[config.mk]
export PLATFORM = sky130hd
export DESIGN_NAME = mem_ctrl_flat
export DESIGN_NICKNAME = d
export VERILOG_FILES = /design/src/rtl/mem_ctrl_pkg.sv /design/src/rtl/mem_ctrl_if.sv /design/src/rtl/mem_ctrl.sv /design/src/flat_wrapper.sv
export SDC_FILE = /design/constraint.sdc
export NUM_CORES = 1
export LEC_CHECK = 0
export CAP_MARGIN = 10
export CORE_ASPECT_RATIO = 1.75
export CORE_MARGIN = 2
export CORE_UTILIZATION = 34
export CTS_CLUSTER_DIAMETER = 100
export CTS_CLUSTER_SIZE = 16
export DETAILED_ROUTE_END_ITERATION = 8
export GPL_TIMING_DRIVEN = 0
export SLEW_MARGIN = 20
export SYNTH_ARGS = -nofsm -noshare
export SYNTH_HDL_FRONTEND = slang
export SYNTH_SLANG_ARGS = --single-unit
[constraint.sdc]
create_clock -name clk_in -period 5.9 [get_ports clk_in]
set_clock_uncertainty 0.05 [all_clocks]
set_input_delay 1.77 -clock clk_in [delete_from_list [all_inputs] [get_ports clk_in]]
set_output_delay 1.77 -clock clk_in [all_outputs]
set_load 0.1 [all_outputs]
[src/rtl/mem_ctrl_pkg.sv]
// Shared encodings for the memory port: access sizes, stall levels and controller states.
package mem_ctrl_pkg;

   localparam logic [1:0] MEM_BYTE = 2'd0;
   localparam logic [1:0] MEM_HALF = 2'd1;
   localparam logic [1:0] MEM_WORD = 2'd2;

   // Level of the global enable (rdy_in).
   localparam logic ChipStall    = 1'b0;
   localparam logic ChipNotStall = 1'b1;

   typedef enum logic [1:0] {
      StIdle = 2'd0,
      StBusy = 2'd1,
      StDone = 2'd2
   } state_e;

   // Byte count of an access; the unused encoding 3 behaves as a word.
   function automatic logic [2:0] size_bytes(input logic [1:0] size);
      case (size)
         MEM_BYTE: return 3'd1;
         MEM_HALF: return 3'd2;
         default:  return 3'd4;
      endcase
   endfunction

endpackage

[src/rtl/mem_ctrl_if.sv]
// Request/response port of the memory controller plus its byte-wide RAM bus.
interface mem_ctrl_if #(
   parameter int unsigned ADDR_W = 32
) ();

   logic              mem_req;
   logic              mem_wr;
   logic [ADDR_W-1:0] mem_addr;
   logic [1:0]        mem_size;
   logic [31:0]       mem_wdata;
   logic              mem_rdy;
   logic [31:0]       mem_data;
   logic [7:0]        ram_din;
   logic [7:0]        ram_dout;
   logic [ADDR_W-1:0] ram_a;
   logic              ram_wr;

   // Requester and RAM side together.
   modport master (
      output mem_req, mem_wr, mem_addr, mem_size, mem_wdata, ram_din,
      input  mem_rdy, mem_data, ram_dout, ram_a, ram_wr
   );

   modport slave (
      input  mem_req, mem_wr, mem_addr, mem_size, mem_wdata, ram_din,
      output mem_rdy, mem_data, ram_dout, ram_a, ram_wr
   );

endinterface

[src/rtl/mem_ctrl.sv]
// Byte-serial memory responder: turns one sized read/write request into 1..4
// single-byte RAM accesses and pulses mem_rdy once the access completes.
module mem_ctrl
   import mem_ctrl_pkg::*;
#(
   parameter int unsigned ADDR_W = 32
) (
   input  logic      clk_in,
   input  logic      rst_in,
   input  logic      rdy_in,
   mem_ctrl_if.slave bus
);

   state_e            state_q, state_d;
   logic [2:0]        issue_q, issue_d;
   logic [2:0]        cap_q, cap_d;
   logic [2:0]        nbytes_q, nbytes_d;
   logic              wr_q, wr_d;
   logic [31:0]       wdata_q, wdata_d;
   logic              pres_q, pres_d;
   logic              flight_q, flight_d;
   logic [31:0]       rbuf_q, rbuf_d;
   logic [ADDR_W-1:0] ram_a_q, ram_a_d;
   logic [7:0]        ram_dout_q, ram_dout_d;
   logic              ram_wr_q, ram_wr_d;
   logic              mem_rdy_q, mem_rdy_d;
   logic [31:0]       mem_data_q, mem_data_d;

   logic       enable, accept, fire, last_issue, busy_done;
   logic [2:0] issue_nxt, cap_nxt;

   assign enable     = (rdy_in == ChipNotStall);
   assign accept     = (state_q == StIdle) && enable && bus.mem_req;
   // pres_q: the RAM bus carries a byte that has not been counted as issued yet.
   assign fire       = (state_q == StBusy) && enable && pres_q;
   assign issue_nxt  = issue_q + 3'd1;
   assign cap_nxt    = cap_q + 3'd1;
   assign last_issue = (issue_nxt == nbytes_q);
   assign busy_done  = wr_q ? (fire && last_issue)
                            : ((cap_q == nbytes_q) || (flight_q && (cap_nxt == nbytes_q)));

   always_ff @(posedge clk_in) begin
      if (!rst_in) begin
         state_q    <= StIdle;
         issue_q    <= '0;
         cap_q      <= '0;
         nbytes_q   <= '0;
         wr_q       <= 1'b0;
         wdata_q    <= '0;
         pres_q     <= 1'b0;
         flight_q   <= 1'b0;
         rbuf_q     <= '0;
         ram_a_q    <= '0;
         ram_dout_q <= '0;
         ram_wr_q   <= 1'b0;
         mem_rdy_q  <= 1'b0;
         mem_data_q <= '0;
      end else begin
         state_q    <= state_d;
         issue_q    <= issue_d;
         cap_q      <= cap_d;
         nbytes_q   <= nbytes_d;
         wr_q       <= wr_d;
         wdata_q    <= wdata_d;
         pres_q     <= pres_d;
         flight_q   <= flight_d;
         rbuf_q     <= rbuf_d;
         ram_a_q    <= ram_a_d;
         ram_dout_q <= ram_dout_d;
         ram_wr_q   <= ram_wr_d;
         mem_rdy_q  <= mem_rdy_d;
         mem_data_q <= mem_data_d;
      end
   end

   always_comb begin
      state_d = state_q;
      if (enable) begin
         unique case (state_q)
            StIdle:  if (bus.mem_req) state_d = StBusy;
            StBusy:  if (busy_done) state_d = StDone;
            StDone:  state_d = StIdle;
            default: state_d = StIdle;
         endcase
      end
   end

   always_comb begin
      issue_d    = issue_q;
      cap_d      = cap_q;
      nbytes_d   = nbytes_q;
      wr_d       = wr_q;
      wdata_d    = wdata_q;
      pres_d     = pres_q;
      rbuf_d     = rbuf_q;
      ram_a_d    = ram_a_q;
      ram_dout_d = ram_dout_q;
      ram_wr_d   = ram_wr_q;
      mem_data_d = mem_data_q;
      mem_rdy_d  = 1'b0;
      flight_d   = fire && !wr_q;

      // A byte addressed last cycle lands now, even while paused.
      if (flight_q) begin
         rbuf_d[{cap_q[1:0], 3'b000} +: 8] = bus.ram_din;
         cap_d = cap_nxt;
      end

      if (accept) begin
         nbytes_d   = size_bytes(bus.mem_size);
         wr_d       = bus.mem_wr;
         wdata_d    = bus.mem_wdata;
         issue_d    = '0;
         cap_d      = '0;
         rbuf_d     = '0;
         pres_d     = 1'b1;
         ram_a_d    = bus.mem_addr;
         ram_dout_d = bus.mem_wdata[7:0];
         ram_wr_d   = bus.mem_wr;
      end else if (fire) begin
         issue_d = issue_nxt;
         if (last_issue) begin
            pres_d   = 1'b0;
            ram_wr_d = 1'b0;
         end else begin
            ram_a_d    = ram_a_q + ADDR_W'(1);
            ram_dout_d = wdata_q[{issue_nxt[1:0], 3'b000} +: 8];
         end
      end

      if ((state_q == StBusy) && enable && busy_done) begin
         mem_rdy_d = 1'b1;
         if (!wr_q) mem_data_d = rbuf_d;
      end
   end

   always_comb begin
      bus.mem_rdy  = mem_rdy_q;
      bus.mem_data = mem_data_q;
      bus.ram_a    = ram_a_q;
      bus.ram_dout = ram_dout_q;
      bus.ram_wr   = ram_wr_q && enable;
   end

endmodule
[src/flat_wrapper.sv]
// flat-port wrapper written by rule: the top's interface ports become plain ports
module mem_ctrl_flat import mem_ctrl_pkg::*;
#(
   parameter int unsigned ADDR_W = 32
)
  (clk_in, rst_in, rdy_in, bus_mem_req, bus_mem_wr, bus_mem_addr, bus_mem_size, bus_mem_wdata, bus_ram_din, bus_mem_rdy, bus_mem_data, bus_ram_dout, bus_ram_a, bus_ram_wr);
  mem_ctrl_if #(.ADDR_W(ADDR_W)) bus_i ();
  input  logic clk_in;
  input  logic rst_in;
  input  logic rdy_in;
  input wire logic [$bits(bus_i.mem_req)-1:0] bus_mem_req;
  input wire logic [$bits(bus_i.mem_wr)-1:0] bus_mem_wr;
  input wire logic [$bits(bus_i.mem_addr)-1:0] bus_mem_addr;
  input wire logic [$bits(bus_i.mem_size)-1:0] bus_mem_size;
  input wire logic [$bits(bus_i.mem_wdata)-1:0] bus_mem_wdata;
  input wire logic [$bits(bus_i.ram_din)-1:0] bus_ram_din;
  output wire logic [$bits(bus_i.mem_rdy)-1:0] bus_mem_rdy;
  output wire logic [$bits(bus_i.mem_data)-1:0] bus_mem_data;
  output wire logic [$bits(bus_i.ram_dout)-1:0] bus_ram_dout;
  output wire logic [$bits(bus_i.ram_a)-1:0] bus_ram_a;
  output wire logic [$bits(bus_i.ram_wr)-1:0] bus_ram_wr;
  assign bus_i.mem_req = bus_mem_req;
  assign bus_i.mem_wr = bus_mem_wr;
  assign bus_i.mem_addr = bus_mem_addr;
  assign bus_i.mem_size = bus_mem_size;
  assign bus_i.mem_wdata = bus_mem_wdata;
  assign bus_i.ram_din = bus_ram_din;
  assign bus_mem_rdy = bus_i.mem_rdy;
  assign bus_mem_data = bus_i.mem_data;
  assign bus_ram_dout = bus_i.ram_dout;
  assign bus_ram_a = bus_i.ram_a;
  assign bus_ram_wr = bus_i.ram_wr;
  mem_ctrl #(.ADDR_W(ADDR_W)) u_core (.clk_in(clk_in), .rst_in(rst_in), .rdy_in(rdy_in), .bus(bus_i));
endmodule
# Yosys cells after proc, flatten, opt, wreduce, memory -nomap -nowiden
# Index checks and enable logic that the tools add are counted.
[totals]
register_bits = 152
in_bits = 79
out_inout_bits = 74
elab_cells = 70
[op_classes]
add_sub_neg = 4
n_eq_ne = 8
shifts = 3
mux = 19
bitwise_logic = 2
reduce_logical = 20
[ops]
columns = ["operator", "count"]
rows = [
  ["$mux 32", 5],
  ["$add 32x1->32 const B", 1],
  ["$bwmux 32", 1],
  ["$shift 8x7->32 const A", 1],
  ["$shiftx 32x6->8", 1],
  ["$shiftx 8x7->32", 1],
  ["$mux 8", 3],
  ["$eq 3x3->1", 3],
  ["$logic_and 1x1->1", 9],
  ["$neg 5->7", 1],
  ["$add 3x1->3 const B", 2],
  ["$mux 1", 6],
  ["$pmux 3 s2", 1],
  ["$reduce_and 2->1", 3],
  ["$eq 2x1->1 const B", 2],
  ["$logic_not 2->1", 2],
  ["$mux 2", 2],
  ["$ne 2x1->1 const B", 2],
  ["$pmux 2 s2", 1],
  ["$reduce_bool 2->1", 2],
  ["$reduce_and 3->1", 1],
  ["$ne 2x2->1 const B", 1],
  ["$not 1->1", 2],
  ["$reduce_or 2->1", 1],
  ["2 further kinds", 2],
]

# Longest topological paths before layout
[depth]
word_depth = 7
mapped_depth = 9
depth_no_buf = 7

# Worst setup path before layout
# OpenSTA, ideal clock, no wires.
[synth_path]
kind = "input to output"
start = "input rdy_in"
end = "output bus_ram_wr"
arrival_time_ps = 2507
required_ps = 4080
setup_slack_ps = 1573
path_stages = 1
path_buffers = 0
path_cell_list = "and2_1"
[synth_via]
elab_chain_len = 1
[synth_rtl]
columns = ["element", "line", "source"]
rows = [
  ["start, declared", "flat_wrapper.sv:10", "input logic rdy_in;"],
  ["$logic_and 1x1->1", "mem_ctrl.sv:142", "bus.ram_wr = ram_wr_q && enable;"],
  ["end, declared", "flat_wrapper.sv:21", "output wire logic [$bits(bus_i.ram_wr)-1:0] bus_ram_wr;"],
]
# No other way between the ends.

# Final worst setup path
# Same ends and word-level chain as after synthesis.

==> flow_summary.ini <==
[synthesis]
synth_edf_count = 0
ys.warnings.count = 0
synth-main-ff-cell = dfxtp_1
syn-cell-area_um2 = 6420
synth_top_cell_area_share_pct = 47.4
yosysSeqAreaShare_pct = 47.4
async_flop_share_pct = 0
syn_nets = 769
syn_area_per_cell_um2 = 9.42
yosysUniqueCellTypes = 55
syn_inst = 682
synth.ff_latch_count = 152
yosys-top-cells-area = dfxtp_1 (47%), nand2_1 (5.5%), a21oi_1 (4.9%)
yosys.area.top_type = dfxtp_1

[timing]
hold_viol_final = 0
finalCritPeriodShare_pct = 93.5
fmax_mhz = 181
maxSlewHeadroom_pct = 27.6
fin_ws_ns = 0.385
fin_setup_tns_ns = 0
period_needed_ns = 5.51
worst_slew_pin_slew_ns = 1.08
setup_viol = 0
final_max_slew_viol_count = 0
rsz0062_at_grt = no

[global_route]
track_usage_pct = 19.3
busiest_layer = met2
met2_usage_pct = 36.4
gr-usage-met1_pct = 20.8
grt_max_degree = 17
grt_pass1_vias = 5780
antenna_found_initial = 0
overflow = 0
grt_pass1_wl_um = 30000
met3_usage_pct = 3.33

[layout]
mostFrequentLayoutCells = clkdlybuf4s50_1 (152), dfxtp_1 (152), nand2_1 (94), a21oi_1 (63), nor2_1 (60)
num_antenna_cells = 0
fin_area_um2 = 8910
stdcell_count = 1104
area_growth_pct = 38.8
nFillCells = 1803
nets = 940
drive_gt1_share_pct = 10.0

[floorplan]
core_um2 = 18600
die_w_um = 108
die_y_um = 186
io_pins = 153
rows = 66
start_util_pct = 34.6
die_area_um2 = 20100

[clocking]
numClockSinks = 152
clockRootBuffer = clkbuf_16
clk_latency_ns = 0.42
cts_resized = 0
cts_tree = yes
post_cts_buffers = 0
htreeDepth = 4
clockBufferDepth = 2
holdBufCountCts = 0
clk_pin_slew_ns = 0.07
cts_buffers = 17

[critical_path]
cp-end-kind = output port
cp_common_cell = clkdlybuf4s50_1
critical_path_arrival_ns = 3.69
slowest_stage = clkdlybuf4s50_1
crit_type = input pin to output port
path_buf_inv = 2
r2r_cells = 9
critPathLaunchType = input pin
crit_path_end = bus_ram_wr
path_delay_family = buffers and inverters
reg2reg_to = u_core.bus.mem_data[5]$_SDFFE_PN0P_
worst_ep_required_time_ns = 4.08
critPathLaunch = rdy_in
crit_path_max_incr_delay_ns = 1.16
r2r-start = u_core.cap_q[0]$_SDFFE_PP0P_
crit_cells = 3
cp_cell_sequence = clkdlybuf4s50_1 -> and2_1 -> clkdlybuf4s50_1
worstPathMaxFanout = 6
reg2reg_slack_ns = 3.21

[routing]
antenna_left = 0
drcViolationCount = 0
routed_wl_um = 19100
vias = 5775
avgViaCountPerCell = 5.23
wl_per_cell_um = 17.3
first_iter_violations = 252
first_pass_iters = 4

[place]
place.gp.congestion = 0.824
place_inst = 1072
place_area_um2 = 8240
port-buffer-count = 152
dp_slack_ns = 0.383
dp.final_hpwl_um = 14400

[pwr]
ir_drop_v = 0.000205
power.static_leakage_nw = 3.29
power_density_nw_per_um2 = 324
p_total_mw = 2.89

[outcome]
outcome = completed

[min_path]
worstHoldPathType = flop to flop

[job]
cap_viol_max_count = 0
## logic make-up after synthesis
group	count (synthesis)	share of synthesized area [%]
AND/OR/NAND/NOR	245	19.3
XOR/XNOR	36	5.28
flip-flops	152	47.4
buffers and inverters	50	3.76
multiplexers	11	3.29
adder cells (fa/ha/maj)	8	1.56
AO/OA/AOI/OAI	180	19.5
## cells in the mapped netlist (all sizes together) (10+ instances only)
| cell type | instances |
|---|---|
| xor2 | 20 |
| dfxtp | 152 |
| a22oi | 33 |
| nor4 | 10 |
| a21oi | 63 |
| o22a | 32 |
| o21ai | 25 |
| xnor2 | 15 |
| nor2 | 61 |
| nand2 | 95 |
| nand3 | 21 |
| buf | 21 |
| nand4 | 16 |
| clkbuf | 24 |
## through the flow
step	utilization, %	hold WS [ns]
floorplan	-	0.383
global placement	44.4	0.389
detailed placement	44.4	0.394
CTS	48.0	0.406
global route	48.0	0.423
finish	48.0	0.404
## sequential cells by signal, indices dropped and copies added, names as in the netlist
register and cells:
u_core.bus.ram_a 32, u_core.wr_q 1, u_core.pres_q 1, u_core.bus.mem_rdy 1
u_core.state_q 2, u_core.bus.mem_data 32, u_core.flight_q 1, u_core.nbytes_q 3
u_core.rbuf_q 32, u_core.ram_wr_q 1, u_core.cap_q 3, u_core.issue_q 3
u_core.wdata_q 32, u_core.bus.ram_dout 8
## power breakdown
group | internal (mW) | leakage, nW | total [mW] | switching (mW)
Combinational | 0.157 | 1.72 | 0.520 | 0.363
Clock | 0.771 | 0.330 | 1.26 | 0.485
Sequential | 1.07 | 1.24 | 1.11 | 0.0413
## worst register-to-register path: cells and delay by family, from the launching register on
family,cells,cell delay [ns]
buf+inv,3,0.53
fa+ha+maj,1,0.42
xor+xnor,1,0.21
compound gates,2,0.50
simple gates,2,0.50
flops,1,0.38
## how the worst min path moves through the flow
stage                                                from                         endpoint  slack [ns]  cells after the start
after floorplan           u_core.wdata_q[24]$_SDFFE_PN0P_  u_core.wdata_q[24]$_SDFFE_PN0P_        0.38                      2
after global placement     u_core.wdata_q[7]$_SDFFE_PN0P_   u_core.wdata_q[7]$_SDFFE_PN0P_        0.39                      2
after detailed placement  u_core.wdata_q[27]$_SDFFE_PN0P_  u_core.wdata_q[27]$_SDFFE_PN0P_        0.39                      2
after CTS                  u_core.wdata_q[2]$_SDFFE_PN0P_   u_core.wdata_q[2]$_SDFFE_PN0P_        0.41                      2
after global routing      u_core.wdata_q[26]$_SDFFE_PN0P_  u_core.wdata_q[26]$_SDFFE_PN0P_        0.42                      2
final                     u_core.wdata_q[18]$_SDFFE_PN0P_  u_core.wdata_q[18]$_SDFFE_PN0P_        0.40                      2
## layout make-up
| cell class | instances | area (um2) | area share, % |
|---|---|---|---|
| clock inverters | 15 | 245 | 2.75 |
| clock buffers | 17 | 425 | 4.77 |
| inverters | 5 | 18.8 | 0.211 |
| repair buffers | 152 | 1520 | 17.1 |
| multi-input cells | 480 | 3140 | 35.2 |
| flip-flops and latches | 152 | 3040 | 34.1 |
| plain buffers | 45 | 223 | 2.50 |
| well taps | 238 | 298 | 3.34 |
## layer usage
layer	part of all wire, %	wire length [um]
met1	39	7440
met2	54	10200
met3	4.6	885
met4	2.8	536
met5	0	0
No activity file was read; power rests on OpenSTA's default activity.
